--- src/rtl/terminal_arb_pkg.sv ---
// Shared types and constants for the two-station terminal arbiter.
// Optional timeout preemption is enabled with the TERMINAL_ARB_PREEMPT_EN macro.
package terminal_arb_pkg;

    typedef enum logic {
        ST_IDLE,
        ST_OWNED
    } state_e;

    localparam logic STN0        = 1'b0;
    localparam logic STN1        = 1'b1;
    localparam logic TERM_MATRIZ = 1'b0;
    localparam logic TERM_LEDS   = 1'b1;
    localparam int   CODE_IDLE   = 0;
    localparam int   CODE_W_DFLT = 3;

endpackage

--- src/rtl/terminal_owner_fsm.sv ---
// Ownership FSM for one terminal: grant, hold, release and round-robin tie-break.
// With TERMINAL_ARB_PREEMPT_EN defined, an expired hold counter lets a waiting station preempt.
module terminal_owner_fsm
    import terminal_arb_pkg::*;
#(
    parameter int HOLD_CYCLES = 8,
    parameter int CODE_W      = CODE_W_DFLT
) (
    input  logic              clk,
    input  logic              rst,
    input  logic              want0,
    input  logic              want1,
    input  logic              rel0,
    input  logic              rel1,
    input  logic              req0,
    input  logic              req1,
    input  logic [CODE_W-1:0] cf0,
    input  logic [CODE_W-1:0] cf1,
    output logic [CODE_W-1:0] code,
    output logic              valid,
    output logic              owner,
    output logic              valid_nxt,
    output logic              owner_nxt
);

    if (HOLD_CYCLES < 1) begin : g_bad_hold
        $error("HOLD_CYCLES must be at least 1");
    end

    state_e            state_q, state_d;
    logic              owner_q, owner_d;
    logic              last_q, last_d;
    logic              valid_q, valid_d;
    logic [CODE_W-1:0] code_q, code_d;

    logic              grant_ev;
    logic              grant_stn;
    logic              own_rel;
    logic              own_req;
    logic              own_want;
    logic              preempt;
    logic [CODE_W-1:0] own_cf;

    assign own_rel   = owner_q ? rel1  : rel0;
    assign own_req   = owner_q ? req1  : req0;
    assign own_want  = owner_q ? want1 : want0;
    assign own_cf    = owner_q ? cf1   : cf0;
    assign grant_ev  = (state_q == ST_IDLE) && (want0 || want1);
    // On a tie the station that was not served last wins.
    assign grant_stn = (want0 && want1) ? ~last_q : want1;

`ifdef TERMINAL_ARB_PREEMPT_EN
    localparam int CNT_W = $clog2(HOLD_CYCLES + 1);

    logic [CNT_W-1:0] cnt_q, cnt_d;

    assign preempt = (cnt_q == '0) && (owner_q ? want0 : want1);

    always_comb begin
        cnt_d = cnt_q;
        if (grant_ev) begin
            cnt_d = CNT_W'(HOLD_CYCLES - 1);
        end else if (state_q == ST_OWNED && cnt_q != '0) begin
            cnt_d = cnt_q - 1'b1;
        end
    end

    always_ff @(posedge clk) begin
        if (rst) begin
            cnt_q <= '0;
        end else begin
            cnt_q <= cnt_d;
        end
    end
`else
    assign preempt = 1'b0;
`endif

    always_comb begin
        state_d = state_q;
        owner_d = owner_q;
        last_d  = last_q;
        valid_d = valid_q;
        code_d  = code_q;
        case (state_q)
            ST_IDLE: begin
                if (grant_ev) begin
                    state_d = ST_OWNED;
                    owner_d = grant_stn;
                    last_d  = grant_stn;
                    valid_d = 1'b1;
                    code_d  = grant_stn ? cf1 : cf0;
                end
            end
            ST_OWNED: begin
                // A lost want with REQ still high means SEL moved to the other terminal.
                if (own_rel || !own_req || !own_want || preempt) begin
                    state_d = ST_IDLE;
                    valid_d = 1'b0;
                    code_d  = CODE_W'(CODE_IDLE);
                end else begin
                    code_d  = own_cf;
                end
            end
            default: begin
                state_d = ST_IDLE;
                valid_d = 1'b0;
                code_d  = CODE_W'(CODE_IDLE);
            end
        endcase
    end

    always_ff @(posedge clk) begin
        if (rst) begin
            state_q <= ST_IDLE;
            owner_q <= STN0;
            last_q  <= STN1;
            valid_q <= 1'b0;
            code_q  <= CODE_W'(CODE_IDLE);
        end else begin
            state_q <= state_d;
            owner_q <= owner_d;
            last_q  <= last_d;
            valid_q <= valid_d;
            code_q  <= code_d;
        end
    end

    assign code      = code_q;
    assign valid     = valid_q;
    assign owner     = owner_q;
    assign valid_nxt = valid_d;
    assign owner_nxt = owner_d;

endmodule

--- src/rtl/terminal_arbiter.sv ---
// Shares the matrix and LED terminals between two stations with registered outputs.
// Define TERMINAL_ARB_PREEMPT_EN to enable timeout preemption after HOLD_CYCLES.
module terminal_arbiter
    import terminal_arb_pkg::*;
#(
    parameter int HOLD_CYCLES = 8,
    parameter int CODE_W      = CODE_W_DFLT
) (
    input  logic              CLK,
    input  logic              RST,
    input  logic              REQ0,
    input  logic [CODE_W-1:0] CF0,
    input  logic              SEL0,
    input  logic              REL0,
    input  logic              REQ1,
    input  logic [CODE_W-1:0] CF1,
    input  logic              SEL1,
    input  logic              REL1,
    output logic [CODE_W-1:0] FMATRIZ,
    output logic [CODE_W-1:0] FLEDS,
    output logic              OWN_M_VALID,
    output logic              OWN_M_ID,
    output logic              OWN_L_VALID,
    output logic              OWN_L_ID,
    output logic              WAIT0,
    output logic              WAIT1
);

    logic want0_m, want0_l, want1_m, want1_l;
    logic m_valid_nxt, m_owner_nxt, l_valid_nxt, l_owner_nxt;
    logic wait0_q, wait0_d, wait1_q, wait1_d;

    assign want0_m = REQ0 && (SEL0 == TERM_MATRIZ);
    assign want0_l = REQ0 && (SEL0 == TERM_LEDS);
    assign want1_m = REQ1 && (SEL1 == TERM_MATRIZ);
    assign want1_l = REQ1 && (SEL1 == TERM_LEDS);

    terminal_owner_fsm #(
        .HOLD_CYCLES (HOLD_CYCLES),
        .CODE_W      (CODE_W)
    ) u_fsm_matriz (
        .clk       (CLK),
        .rst       (RST),
        .want0     (want0_m),
        .want1     (want1_m),
        .rel0      (REL0),
        .rel1      (REL1),
        .req0      (REQ0),
        .req1      (REQ1),
        .cf0       (CF0),
        .cf1       (CF1),
        .code      (FMATRIZ),
        .valid     (OWN_M_VALID),
        .owner     (OWN_M_ID),
        .valid_nxt (m_valid_nxt),
        .owner_nxt (m_owner_nxt)
    );

    terminal_owner_fsm #(
        .HOLD_CYCLES (HOLD_CYCLES),
        .CODE_W      (CODE_W)
    ) u_fsm_leds (
        .clk       (CLK),
        .rst       (RST),
        .want0     (want0_l),
        .want1     (want1_l),
        .rel0      (REL0),
        .rel1      (REL1),
        .req0      (REQ0),
        .req1      (REQ1),
        .cf0       (CF0),
        .cf1       (CF1),
        .code      (FLEDS),
        .valid     (OWN_L_VALID),
        .owner     (OWN_L_ID),
        .valid_nxt (l_valid_nxt),
        .owner_nxt (l_owner_nxt)
    );

    // WAIT is judged against next-cycle ownership so it lines up with the registered grants.
    always_comb begin
        wait0_d = (want0_m && !(m_valid_nxt && m_owner_nxt == STN0))
               || (want0_l && !(l_valid_nxt && l_owner_nxt == STN0));
        wait1_d = (want1_m && !(m_valid_nxt && m_owner_nxt == STN1))
               || (want1_l && !(l_valid_nxt && l_owner_nxt == STN1));
    end

    always_ff @(posedge CLK) begin
        if (RST) begin
            wait0_q <= 1'b0;
            wait1_q <= 1'b0;
        end else begin
            wait0_q <= wait0_d;
            wait1_q <= wait1_d;
        end
    end

    assign WAIT0 = wait0_q;
    assign WAIT1 = wait1_q;

endmodule
--- config.mk ---
export PLATFORM = sky130hd
export DESIGN_NAME = terminal_arbiter
export DESIGN_NICKNAME = d
export VERILOG_FILES = /design/src/rtl/terminal_arb_pkg.sv /design/src/rtl/terminal_owner_fsm.sv /design/src/rtl/terminal_arbiter.sv
export SDC_FILE = /design/constraint.sdc
export NUM_CORES = 1
export LEC_CHECK = 0
export CORE_UTILIZATION = 30
export CTS_CLUSTER_SIZE = 8
export DETAILED_ROUTE_END_ITERATION = 12
export HOLD_SLACK_MARGIN = 0.06
export PLACE_DENSITY = 0.6
export RECOVER_POWER = 100
export SYNTH_ARGS = -nofsm -noshare
export SYNTH_HDL_FRONTEND = slang
export SYNTH_SLANG_ARGS = --single-unit
--- constraint.sdc ---
create_clock -name CLK -period 1.52 [get_ports CLK]
set_input_delay 0.304 -clock CLK [delete_from_list [all_inputs] [get_ports CLK]]
set_output_delay 0.304 -clock CLK [all_outputs]
set_load 0.01 [all_outputs]
==> results of run 1 <==
[final cells by class]
class / count / area (sq um)
Fill cell: 331 / 1687
Sequential cell: 16 / 321.6
Timing Repair Buffer: 45 / 387.9
Tap cell: 44 / 55.05
Clock buffer: 3 / 22.52
Multi-Input combinational cell: 90 / 656.9
Inverter: 6 / 22.52
[cell families (layout without fill, tap and decap cells)]
group,after synthesis,count (layout),synth area share (%)
and+or+nand+nor,43,43,24.48
muxes,10,10,10.16
AOI/OAI and AO/OA,37,37,28.64
DFF,16,16,31.33
buffers and inverters,14,54,5.385
[registers in the layout, indices dropped and copies added (netlist names)]
signal,flops
u_fsm_leds.code,3
u_fsm_leds.state_q,1
u_fsm_leds.owner,1
u_fsm_leds.valid,1
WAIT1,1
u_fsm_matriz.owner,1
u_fsm_leds.last_q,1
WAIT0,1
u_fsm_matriz.state_q,1
u_fsm_matriz.last_q,1
u_fsm_matriz.code,3
u_fsm_matriz.valid,1
[cells in the mapped netlist, drive strengths merged, types with 2 or more instances]
master    n
nand3     4
a221oi    2
o21ai     5
nand2     6
a311oi    3
nor2b     8
a21oi     7
inv       6
a21o      4
mux2i     7
buf       4
nand2b    3
o311ai    3
o311a     3
clkbuf    4
nor3      8
o32ai     3
nand4bb   2
dfxtp    16
mux2      3
nor2      5
and3      2
[stage by stage]
step	util (%)	area, sq um	TNS, ns
6_report	46.51	1466	0
5_1_grt	46.51	1466	0
4_1_cts	46.63	1470	0
2_1_floorplan	-	1022	0
3_3_place_gp	45.83	1445	-4.267
3_5_place_dp	45.83	1445	-4.510
[layer usage]
layer  global-route usage, %  routed length, um
met1                   23.90               1347
met2                   30.30               1388
met3                   4.478                180
met4                   8.970                 40
met5                       0                  0
[power breakdown]
| part | total, uW | switching [uW] | internal [uW] |
|---|---|---|---|
| Combinational | 365 | 170 | 195 |
| Clock | 213 | 121 | 91.7 |
| Sequential | 498 | 37.6 | 460 |
[timing repair]
item / 4_1_cts / 5_1_grt
setup endpoints to repair: 13 / 4
hold buffers: 0 / 0
pin swaps: 0 / 2
gates resized for setup: 11 / 3
[worst paths after layout]
path | startpoint | endpoint | slack, ns
setup / recovery | u_fsm_matriz.valid | OWN_M_VALID | 0.05
hold / removal | u_fsm_matriz.code[1] | u_fsm_matriz.code[1] | 0.50
setup reg to reg | u_fsm_leds.last_q | WAIT1 | 0.08
hold reg to reg | u_fsm_matriz.code[1] | u_fsm_matriz.code[1] | 0.50
==> results.py, run 1 <==
metrics = {
    "status": {
        "status": "finished, final reports clean",
    },
    "detailed_routing": {
        "vias_per_cell": 5.314,
        "drc_errors": 0,
        "ant_nets": 0,
        "drt_first_iter_violations": 38,
        "wire_per_inst_um": 14.49,
        "first_pass_iters": 4,
        "via_count": 1084,
        "routed_wl_mm": 2.956,
    },
    "floorplanning": {
        "rows": 20,
        "die_h_um": 60.38,
        "coreArea_sq_um": 3153,
        "die-width_um": 60.38,
        "initial_utilization_pct": 32.42,
        "ios": 26,
        "die-area_sq_um": 3645,
    },
    "clocking": {
        "clock_latency_ns": 0.27,
        "cts_tree": "done",
        "clk_pin_slew_ns": 0.09,
        "cts_sinks": 16,
        "clockBufferDepth": 2,
        "post_cts_buffers": 0,
        "cts_buffers": 3,
        "cts_root_buf": "clkbuf_4",
        "htree_levels": 1,
    },
    "worst_setup_path": {
        "cp-end-kind": "output port",
        "critPathKind": "flip-flop to output port",
        "path_cells": "clkdlybuf4s50_1",
        "cp_num_buf_inv": 1,
        "crit_family": "buffers and inverters",
        "arrival_ns": 1.16,
        "worst-r2r-cell-count": 4,
        "crit_required_ns": 1.22,
        "slowest_stage": "clkdlybuf4s50_1",
        "critPathMaxStageDelay_ns": 0.53,
        "path_max_fanout": 4,
        "path_depth": 1,
        "cp-start-kind": "flip-flop",
    },
    "synthesis": {
        "synth_edf_count": 0,
        "synth.area.top_cells": "dfxtp_1 (31%), mux2i_1 (6.9%), nor2b_1 (4.9%)",
        "yosys_warnings": 0,
        "syn-num-nets": 134,
        "synth_seq_area_share_pct": 31.33,
        "ys_types": 37,
        "syn_area_sq_um": 1022,
        "synth_async_sr_flop_share_pct": 0,
        "synthCells": 120,
        "ys_seq_elements": 16,
        "yosysTopAreaCell": "dfxtp_1",
        "synthFlopType": "dfxtp_1",
        "synth_top_cell_area_share_pct": 31.33,
        "synth.avg_cell_area_sq_um": 8.519,
    },
    "final_layout": {
        "final_cell_mix": "buf_4 (17), clkdlybuf4s50_1 (16), dfxtp_1 (15), nor3_1 (8), nor2b_1 (8)",
        "antenna_cells": 0,
        "fin_cells": 204,
        "drive_gt1_share_pct": 19.38,
        "fin_nets": 176,
        "layout_commonest_cell": "buf_4",
        "areaGrowthSynthToFinish_pct": 43.45,
    },
    "timing": {
        "tightest_slew_ns": 0.3042,
        "hold_violations": 0,
        "hold_slack_ns": 0.5025,
        "skew_ns": 0.001345,
        "finalSetupViolations": 0,
        "setup_ws_ns": 0.05211,
        "finalCriticalPeriod_ns": 1.468,
        "relSlewSlack_pct": 79.47,
        "drv_slew": 0,
        "rsz0062_at_grt": "no",
        "max_freq_mhz": 681.3,
        "fin_crit_sh_pct": 96.57,
    },
    "hold_path": {
        "whs_path_depth": 2,
        "hp-class": "flip-flop to flip-flop",
    },
    "placement": {
        "gp_congestion": 0.8394,
        "hpwl_mm": 2.306,
        "port_buffers": 25,
        "place_ws_ns": -0.4114,
        "place_inst": 201,
    },
    "power_and_ir_drop": {
        "power_uw": 1075,
        "worst_ir_drop_vdd_mv": 0.3332,
        "power-per-cell-area_nw_per_um2": 733.4,
        "p_leak_uw": 0.0005929,
    },
    "global_route": {
        "grt_pass1_vias": 1132,
        "grt_use_total_pct": 18.91,
        "antenna_found_initial": 0,
        "grt_pass1_wl_mm": 5.071,
        "grt_max_degree": 13,
        "grt.overflow.total": 0,
    },
    "run": {
        "drv_cap": 0,
    },
}
No activity file was read; power rests on OpenSTA's default activity.
==> inputs of run 2 (changes only) <==
- ABC_CLOCK_PERIOD_IN_PS: unset -> 1520
- TNS_END_PERCENT: unset -> 5
==> run 2 against run 1 <==
Effect of this change:
- sequential power is essentially flat
- clock power is essentially flat
- register-to-register slack is essentially flat
- wire length did not move
- die area unchanged
- sequential cell count stayed put
- global-route usage unchanged
- cell count unchanged
- largest cell class unchanged
- first-iteration DRC count unchanged
- worst setup slack is the same
==> results.py, run 2 (synthesis gave the netlist of run 1 again) <==
metrics = {
    "clocking": {
        "cts_buffers": 3,
        "cts_root_buf": "clkbuf_4",
        "clockBufferDepth": 2,
        "clk_pin_slew_ns": 0.09,
        "cts_tree": "done",
        "post_cts_buffers": 0,
        "htree_levels": 1,
        "cts_sinks": 16,
        "clock_latency_ns": 0.27,
        "holdBufCountCts": 0,
    },
    "detailed_routing": {
        "vias_per_cell": 5.314,
        "ant_nets": 0,
        "routed_wl_mm": 2.956,
        "drt_first_iter_violations": 38,
        "wire_per_inst_um": 14.49,
        "drc_errors": 0,
        "first_pass_iters": 4,
        "via_count": 1084,
    },
    "timing": {
        "finalCriticalPeriod_ns": 1.468,
        "max_freq_mhz": 681.3,
        "rsz0062_at_grt": "no",
        "drv_slew": 0,
        "hold_violations": 0,
        "finalSetupViolations": 0,
        "hold_slack_ns": 0.5025,
        "tightest_slew_ns": 0.3042,
        "fin_crit_sh_pct": 96.57,
        "skew_ns": 0.001345,
        "setup_ws_ns": 0.05211,
        "relSlewSlack_pct": 79.47,
    },
    "placement": {
        "hpwl_mm": 2.306,
        "port_buffers": 25,
        "place_ws_ns": -0.4114,
        "gp_congestion": 0.8394,
    },
    "floorplanning": {
        "die_h_um": 60.38,
        "ios": 26,
        "die-area_sq_um": 3645,
        "coreArea_sq_um": 3153,
        "rows": 20,
        "die-width_um": 60.38,
        "initial_utilization_pct": 32.42,
    },
    "worst_setup_path": {
        "arrival_ns": 1.16,
        "slowest_stage": "clkdlybuf4s50_1",
        "crit_family": "buffers and inverters",
        "path_cells": "clkdlybuf4s50_1",
        "cp-end-kind": "output port",
        "cp_num_buf_inv": 1,
        "crit_required_ns": 1.22,
        "critPathKind": "flip-flop to output port",
        "cp-start-kind": "flip-flop",
        "critPathMaxStageDelay_ns": 0.53,
        "path_max_fanout": 4,
    },
    "hold_path": {
        "hp-class": "flip-flop to flip-flop",
    },
    "status": {
        "status": "finished, final reports clean",
    },
    "power_and_ir_drop": {
        "p_int_uw": 747.5,
        "pwr-share-clk_pct": 19.8,
        "power_uw": 1076,
        "switchingPower_uw": 328.7,
        "power-per-cell-area_nw_per_um2": 732.0,
        "worst_ir_drop_vdd_mv": 0.3333,
        "p_sw_share_pct": 30.54,
        "p_comb_share_pct": 33.9,
        "pwr-share-seq_pct": 46.3,
        "p_leak_uw": 0.0006053,
    },
    "final_layout": {
        "fin_nets": 176,
        "antenna_cells": 0,
        "nFillCells": 331,
        "final_cell_mix": "buf_4 (17), clkdlybuf4s50_1 (16), dfxtp_1 (15), nor3_1 (8), nor2b_1 (8)",
        "layout_commonest_cell": "buf_4",
        "areaGrowthSynthToFinish_pct": 43.82,
        "drive_gt1_share_pct": 19.38,
    },
    "global_route": {
        "grt_max_degree": 13,
        "grt_use_total_pct": 18.91,
        "grt_pass1_vias": 1132,
        "antenna_found_initial": 0,
        "grt.overflow.total": 0,
        "grt_pass1_wl_mm": 5.071,
    },
    "run": {
        "drv_cap": 0,
    },
}
## run 2: cell type report
type	instances	area, sq um	area share (%)
multi-input cells	90	656.9	44.68
inverters	6	22.52	1.532
well taps	44	55.05	3.745
clock buffers	3	22.52	1.532
flip-flops and latches	16	321.6	21.87
repair buffers	45	391.6	26.64
## run 2: stage by stage
stage          setup TNS [ns]  cells  util [%]  area (sq um)
3_5_place_dp           -4.510    201     45.83          1445
4_1_cts             -0.001063    204     46.67          1471
6_report                    0    204     46.63          1470
5_1_grt                     0    204     46.63          1470
2_1_floorplan               0    120         -          1022
3_3_place_gp           -4.267    201     45.83          1445
## run 2: what timing repair did
action	CTS	global route
pin swaps	0	2
setup endpoints to repair	13	5
resized for setup	10	4
endpoints found under the hold margin	0	0
## run 2: path summary, 6_finish.rpt
path	slack, ns	startpoint	cells past startpoint	endpoint
worst max register to register	0.08	u_fsm_leds.last_q	4	WAIT1
worst min-delay path	0.50	u_fsm_matriz.code[1]	2	u_fsm_matriz.code[1]
worst max-delay path	0.05	u_fsm_matriz.valid	1	OWN_M_VALID
worst min register to register	0.50	u_fsm_matriz.code[1]	2	u_fsm_matriz.code[1]
## run 2: per-layer routing
metal	global-route usage, %	routed length [um]
met1	23.90	1345
met2	30.30	1389
met3	4.478	180
met4	8.970	40
met5	0	0
## run 2: power by group through the flow
stage | sequential [uW] | combinational (uW) | clock (uW)
global placement | 505 | 365 | 0
floorplan | 507 | 183 | 0
finish | 498 | 365 | 213
global route | 504 | 405 | 242
CTS | 499 | 368 | 224
detailed placement | 507 | 371 | 0
